### config.mk
export PLATFORM = sky130hd
export DESIGN_NAME = fir_err_monitor
export DESIGN_NICKNAME = d
export VERILOG_FILES = /design/src/rtl/fir_wlo_pkg.sv /design/src/rtl/err_square.sv /design/src/rtl/fir_err_monitor.sv
export SDC_FILE = /design/constraint.sdc
export NUM_CORES = 1
export LEC_CHECK = 0
export CORE_ASPECT_RATIO = 0.75
export CORE_UTILIZATION = 45
export DETAILED_ROUTE_END_ITERATION = 8
export PLACE_DENSITY = 0.63
export REMOVE_ABC_BUFFERS = 1
export SLEW_MARGIN = 15
export SYNTH_ARGS = -nofsm -noshare
export SYNTH_HDL_FRONTEND = slang
export SYNTH_SLANG_ARGS = --single-unit
### constraint.sdc
create_clock -name clk_i -period 15.6 [get_ports clk_i]
set_clock_uncertainty 0.1 [all_clocks]
set_input_delay 1.56 -clock clk_i [delete_from_list [all_inputs] [get_ports clk_i]]
set_output_delay 1.56 -clock clk_i [all_outputs]
set_load 0.1 [all_outputs]
### src/rtl/fir_wlo_pkg.sv
// Shared types and width helpers for the FIR wordlength-optimisation checker.
// Q-format: data is Q(I.F); diff/abs are Q(I+1.F); sq and sse carry 2F fractional bits.
package fir_wlo_pkg;

    typedef enum logic [2:0] {
        StIdle,
        StWarmup,
        StAccum,
        StDrain,
        StDone
    } err_mon_state_t;

    // Exact difference of two W-bit signed values needs one extra bit.
    function automatic int unsigned f_diff_wl(input int unsigned w);
        return w + 1;
    endfunction

    function automatic int unsigned f_sq_wl(input int unsigned w);
        return 2 * w + 2;
    endfunction

endpackage

### src/rtl/err_square.sv
// Two-stage error pipe: stage 1 registers |a-b|, stage 2 registers its square.
module err_square
    import fir_wlo_pkg::*;
#(
    parameter int unsigned W = 12
) (
    input  logic                   clk_i,
    input  logic                   rst_ni,
    input  logic                   valid_i,
    input  logic signed [W-1:0]    a_i,
    input  logic signed [W-1:0]    b_i,
    output logic                   abs_valid_o,
    output logic [f_diff_wl(W)-1:0] abs_o,
    output logic                   sq_valid_o,
    output logic [f_sq_wl(W)-1:0]  sq_o
);

    localparam int unsigned DW = f_diff_wl(W);
    localparam int unsigned SW = f_sq_wl(W);

    logic signed [DW-1:0] diff;
    logic [DW-1:0]        abs_d, abs_q;
    logic [SW-1:0]        sq_d, sq_q;
    logic                 abs_valid_q, sq_valid_q;

    // -2^W negates to 2^W, which still fits as an unsigned DW-bit value.
    always_comb begin
        diff  = $signed({a_i[W-1], a_i}) - $signed({b_i[W-1], b_i});
        abs_d = diff[DW-1] ? (~diff + DW'(1)) : diff;
        sq_d  = SW'(abs_q) * SW'(abs_q);
    end

    always_ff @(posedge clk_i or negedge rst_ni) begin
        if (!rst_ni) begin
            abs_valid_q <= 1'b0;
            abs_q       <= '0;
            sq_valid_q  <= 1'b0;
            sq_q        <= '0;
        end else begin
            abs_valid_q <= valid_i;
            sq_valid_q  <= abs_valid_q;
            if (valid_i) begin
                abs_q <= abs_d;
            end
            if (abs_valid_q) begin
                sq_q <= sq_d;
            end
        end
    end

    assign abs_valid_o = abs_valid_q;
    assign abs_o       = abs_q;
    assign sq_valid_o  = sq_valid_q;
    assign sq_o        = sq_q;

endmodule

### src/rtl/fir_err_monitor.sv
// Error monitor: discards SKIP settling samples, then accumulates saturating SSE and peak
// absolute error over N_SAMPLES valid samples of the FIR output against a golden reference.
module fir_err_monitor
    import fir_wlo_pkg::*;
#(
    parameter int unsigned DATA_INTE_WL = 4,
    parameter int unsigned DATA_FRAC_WL = 8,
    parameter int unsigned N_SAMPLES    = 1024,
    parameter int unsigned SKIP         = 15,
    parameter int unsigned ACC_WL       = 48
) (
    input  logic                                   clk_i,
    input  logic                                   rst_ni,
    input  logic                                   start_i,
    input  logic signed [DATA_INTE_WL+DATA_FRAC_WL-1:0] data_in_i,
    input  logic                                   in_valid_i,
    input  logic signed [DATA_INTE_WL+DATA_FRAC_WL-1:0] ref_in_i,
    output logic                                   busy_o,
    output logic                                   done_o,
    output logic [ACC_WL-1:0]                      sse_o,
    output logic [DATA_INTE_WL+DATA_FRAC_WL:0]     max_abs_err_o,
    output logic                                   sat_o
);

    localparam int unsigned W        = DATA_INTE_WL + DATA_FRAC_WL;
    localparam int unsigned DW       = f_diff_wl(W);
    localparam int unsigned SW       = f_sq_wl(W);
    localparam int unsigned SumW     = ACC_WL + 1;
    localparam int unsigned CntMax   = (N_SAMPLES > SKIP) ? N_SAMPLES : SKIP;
    localparam int unsigned CntW     = $clog2(CntMax + 1);
    localparam int unsigned SkipLast = (SKIP > 0) ? SKIP - 1 : 0;
    localparam int unsigned NLast    = (N_SAMPLES > 0) ? N_SAMPLES - 1 : 0;

    err_mon_state_t state_q;
    logic [CntW-1:0] cnt_q;
    logic            drain_q;
    logic            busy_q;
    logic            done_q;

    logic            start_ok;
    logic            acc_valid;

    logic            abs_valid;
    logic [DW-1:0]   abs_val;
    logic            sq_valid;
    logic [SW-1:0]   sq_val;

    logic [ACC_WL-1:0] sse_d, sse_q;
    logic [DW-1:0]     max_d, max_q;
    logic              sat_d, sat_q;
    logic [SumW-1:0]   sum;

    assign start_ok  = start_i && ((state_q == StIdle) || (state_q == StDone));
    assign acc_valid = in_valid_i && (state_q == StAccum);

    err_square #(
        .W (W)
    ) u_err_square (
        .clk_i       (clk_i),
        .rst_ni      (rst_ni),
        .valid_i     (acc_valid),
        .a_i         (data_in_i),
        .b_i         (ref_in_i),
        .abs_valid_o (abs_valid),
        .abs_o       (abs_val),
        .sq_valid_o  (sq_valid),
        .sq_o        (sq_val)
    );

    always_ff @(posedge clk_i or negedge rst_ni) begin
        if (!rst_ni) begin
            state_q <= StIdle;
            cnt_q   <= '0;
            drain_q <= 1'b0;
            busy_q  <= 1'b0;
            done_q  <= 1'b0;
        end else begin
            done_q <= 1'b0;
            unique case (state_q)
                StIdle, StDone: begin
                    if (start_i) begin
                        busy_q  <= 1'b1;
                        cnt_q   <= '0;
                        drain_q <= 1'b0;
                        state_q <= (SKIP == 0) ? StAccum : StWarmup;
                    end
                end
                StWarmup: begin
                    if (in_valid_i) begin
                        if (cnt_q == CntW'(SkipLast)) begin
                            cnt_q   <= '0;
                            state_q <= StAccum;
                        end else begin
                            cnt_q <= cnt_q + CntW'(1);
                        end
                    end
                end
                StAccum: begin
                    if (in_valid_i) begin
                        if (cnt_q == CntW'(NLast)) begin
                            cnt_q   <= '0;
                            state_q <= StDrain;
                        end else begin
                            cnt_q <= cnt_q + CntW'(1);
                        end
                    end
                end
                StDrain: begin
                    // Second drain cycle coincides with the last sse update.
                    if (drain_q) begin
                        drain_q <= 1'b0;
                        busy_q  <= 1'b0;
                        done_q  <= 1'b1;
                        state_q <= StDone;
                    end else begin
                        drain_q <= 1'b1;
                    end
                end
                default: begin
                    state_q <= StIdle;
                    busy_q  <= 1'b0;
                end
            endcase
        end
    end

    always_comb begin
        sse_d = sse_q;
        max_d = max_q;
        sat_d = sat_q;
        sum   = {1'b0, sse_q} + SumW'(sq_val);
        if (start_ok) begin
            sse_d = '0;
            max_d = '0;
            sat_d = 1'b0;
        end else begin
            if (abs_valid && (abs_val > max_q)) begin
                max_d = abs_val;
            end
            if (sq_valid) begin
                if (sat_q || sum[ACC_WL]) begin
                    sse_d = '1;
                    sat_d = 1'b1;
                end else begin
                    sse_d = sum[ACC_WL-1:0];
                end
            end
        end
    end

    always_ff @(posedge clk_i or negedge rst_ni) begin
        if (!rst_ni) begin
            sse_q <= '0;
            max_q <= '0;
            sat_q <= 1'b0;
        end else begin
            sse_q <= sse_d;
            max_q <= max_d;
            sat_q <= sat_d;
        end
    end

    assign busy_o        = busy_q;
    assign done_o        = done_q;
    assign sse_o         = sse_q;
    assign max_abs_err_o = max_q;
    assign sat_o         = sat_q;

endmodule

==> results.sh <==
export IMPL_fmax_mhz=156
export IMPL_num_vias=10000
export IMPL_min_delay_path_class="flop to flop"
export IMPL_fin_ws_ps=9170
export IMPL_cts_hold_buffers_added=0
export IMPL_start_util_pct=46.1
export IMPL_regArea_um2=2980
export IMPL_antennaDiodeCount=0
export IMPL_crit_type="flop to flop"
export IMPL_pre_cts_slack_ps=9230
export IMPL_multi_input_area_um2=8410
export IMPL_cp_max_fo=19
export IMPL_rsz0062_at_grt="no"
export IMPL_finalMaxSlewViolations=0
export IMPL_syn_avg_cell_area_um2=8.81
export IMPL_hold_viol=0
export IMPL_startpoint_type="flop"
export IMPL_critPathArrivalTime_ps=6640
export IMPL_layout_common_cells="inv_1 (238), ha_1 (123), nand2_1 (118), dfrtp_1 (118), fa_1 (98)"
export IMPL_synth_top_area_share_pct=23.8
export IMPL_async_reset_ff_share_pct=100
export IMPL_root_buffer="clkbuf_16"
export IMPL_clk_pin_slew_ps=70
export IMPL_stdcell_count=1847
export IMPL_syn_cell_area_um2=12500
export IMPL_grt_ovfl_total=0
export IMPL_h_tree_depth=4
export IMPL_core_um2=27100
export IMPL_r2r_end="u_err_square.sq_o[19]$_DFFE_PN0P_"
export IMPL_ys_flop_type="dfrtp_1"
export IMPL_synth_cell_types=73
export IMPL_fin_crit_ps=6430
export IMPL_drtAntennaViolNets=0
export IMPL_place_gp_congestion=0.839
export IMPL_crit_family="adder cells"
export IMPL_cts_inserted_buffers=17
export IMPL_syn_to_final_growth_pct=14.1
export IMPL_post_cts_resized=0
export IMPL_maxSlewHeadroom_pct=22.9
export IMPL_nFillCells=2501
export IMPL_hold_path_depth=1
export IMPL_grt_use_total_pct=21.3
export IMPL_drc_errors=0
export IMPL_synth_edff_count=0
export IMPL_hold_end="sse_o[42]$_DFFE_PN0P_"
export IMPL_finalSetupViolCount=0
export IMPL_die_h_um=146
export IMPL_routedWlPerCell_um=15.7
export IMPL_ios=92
export IMPL_placedCellCount=1815
export IMPL_portBuffers=91
export IMPL_worstMarginPinSlew_ps=1160
export IMPL_cp_slowest_cell="dfrtp_1"
export IMPL_fin_nets=1732
export IMPL_fin_crit_sh_pct=41.2
export IMPL_path_buf_inv=6
export IMPL_rows=52
export IMPL_worstPathRequired_ps=15810
export IMPL_maxCapViolCount=0
export IMPL_first_pass_iters=4
export IMPL_clk_latency_ps=430
export IMPL_crit_path_end_kind="flop"
export IMPL_synthCells=1419
export IMPL_mostFrequentLayoutCell="inv_1"
export IMPL_drive_above_1_share_pct=6.35
export IMPL_grt_max_degree=68
export IMPL_placed_area_um2=13700
export IMPL_crit_top_cell="inv_1"
export IMPL_synthTopCellsByArea="dfrtp_1 (24%), fa_1 (16%), ha_1 (12%)"
export IMPL_cts_sinks=119
export IMPL_yosys_area_top_type="dfrtp_1"
export IMPL_ys_seq_area_share_pct=23.8
export IMPL_path_cells="and2_1 -> inv_1 -> fa_1 -> inv_1 -> fa_1 -> inv_1 -> fa_1 -> inv_1 -> fa_1 -> inv_1 -> fa_1 -> inv_1 -> ha_1 -> and3_1 -> a221o_1 -> a2111oi_1 -> nor3_1 -> a21o_1 -> a211oi_1 -> nor2_1 -> mux2_2"
export IMPL_dieWidth_um=194
export IMPL_max_stage_delay_ps=780
export IMPL_max_clock_path_buffers=2
export IMPL_antenna_found_initial=0
export IMPL_drt_initial_drc_count=541
export IMPL_rr_worst_depth=21
export IMPL_stdcell_area_um2=14300
export IMPL_cts_tree="done"
export IMPL_grt_first_pass_wirelength_um=49000
export IMPL_place_detailed_hpwl_um=22300
export IMPL_via_per_inst=5.43
export IMPL_holdCritStartpoint="sse_o[42]$_DFFE_PN0P_"
export IMPL_ys_seq_elements=119
export IMPL_yosysWarnings=0
export IMPL_tns_ps=0
export IMPL_post_cts_buffers=0
export IMPL_critical_path_reg2reg_startpoint="u_err_square.abs_o[11]$_DFFE_PN0P_"
export IMPL_status="complete, no violations"
export IMPL_routed_wl_um=29100
export IMPL_r2r_slack_ps=9170
export IMPL_first_global_vias=9552
export IMPL_dieArea_um2=28400
==> state kept, by name, indices dropped and copies added (netlist names) <==
name and flops:
u_err_square.abs_valid_o 1, state_q 3, u_err_square.sq_o 25, max_abs_err_o 13, sse_o 48, sat_o 1, u_err_square.sq_valid_o 1, drain_q 1
cnt_q 11, busy_o 1, u_err_square.abs_o 13, done_o 1
==> routing by layer <==
| metal | up-vias | wire (um) | global-route usage, % | share of wire [%] |
|---|---|---|---|---|
| li1 | 4894 | - | - | - |
| met1 | 4952 | 14800 | 32.6 | 51 |
| met2 | 172 | 12900 | 31.7 | 44 |
| met3 | 16 | 1250 | 3.70 | 4.3 |
| met4 | 0 | 182 | 3.77 | 0.63 |
| met5 | - | 0 | 0 | 0 |
==> cells by family (layout without fill, tap and decap cells) <==
logic type,count (synthesis),after routing,synth area share [%]
compound gates,324,324,17.1
mux,37,37,3.19
flops,119,119,23.8
xor+xnor,78,78,5.47
simple gates,352,352,13.5
buf+inv,288,365,8.91
fa+ha+maj,221,221,28.0
==> stage by stage <==
step,hold slack [ps],util (%)
floorplan,385,-
global placement,400,50.4
detailed placement,402,50.4
CTS,415,52.5
global route,434,52.5
finish,411,52.5
==> synth_stat cells, types with 21 or more instances <==
master and instances:
inv_1 238, ha_1 123, dfrtp_1 119, nand2_1 118
fa_1 98, a21oi_1 92, nor2_1 82, o21ai_0 79
xnor2_1 46, clkbuf_1 39, xor2_1 32, a21o_1 30
and2_1 30, a31oi_1 23, mux2_2 23, nand3_1 23
nor3_1 21
==> final cells by class <==
cell class              instances  area share (%)
flip-flops and latches        119            20.9
well taps                     351            3.08
inverters                     238            6.27
clock inverters                13            1.03
clock buffers                  19            3.11
repair buffers                 95            6.58
multi-input cells            1012            59.0
==> how the worst max path moves through the flow <==
stage	end	from	depth (start not counted)	slack [ps]
after floorplan	u_err_square.sq_o[25]$_DFFE_PN0P_	u_err_square.abs_o[3]$_DFFE_PN0P_	21	9750
after global placement	u_err_square.sq_o[25]$_DFFE_PN0P_	u_err_square.abs_o[11]$_DFFE_PN0P_	21	9330
after CTS	u_err_square.sq_o[19]$_DFFE_PN0P_	u_err_square.abs_o[11]$_DFFE_PN0P_	21	9200
after global routing	u_err_square.sq_o[23]$_DFFE_PN0P_	u_err_square.abs_o[11]$_DFFE_PN0P_	21	8760
final	u_err_square.sq_o[19]$_DFFE_PN0P_	u_err_square.abs_o[11]$_DFFE_PN0P_	21	9170
after detailed placement	u_err_square.sq_o[19]$_DFFE_PN0P_	u_err_square.abs_o[11]$_DFFE_PN0P_	21	9230
Power is left out: the tool's default activity adds up to more than one toggle a clock period on the data nets, which glitch-free logic cannot reach.
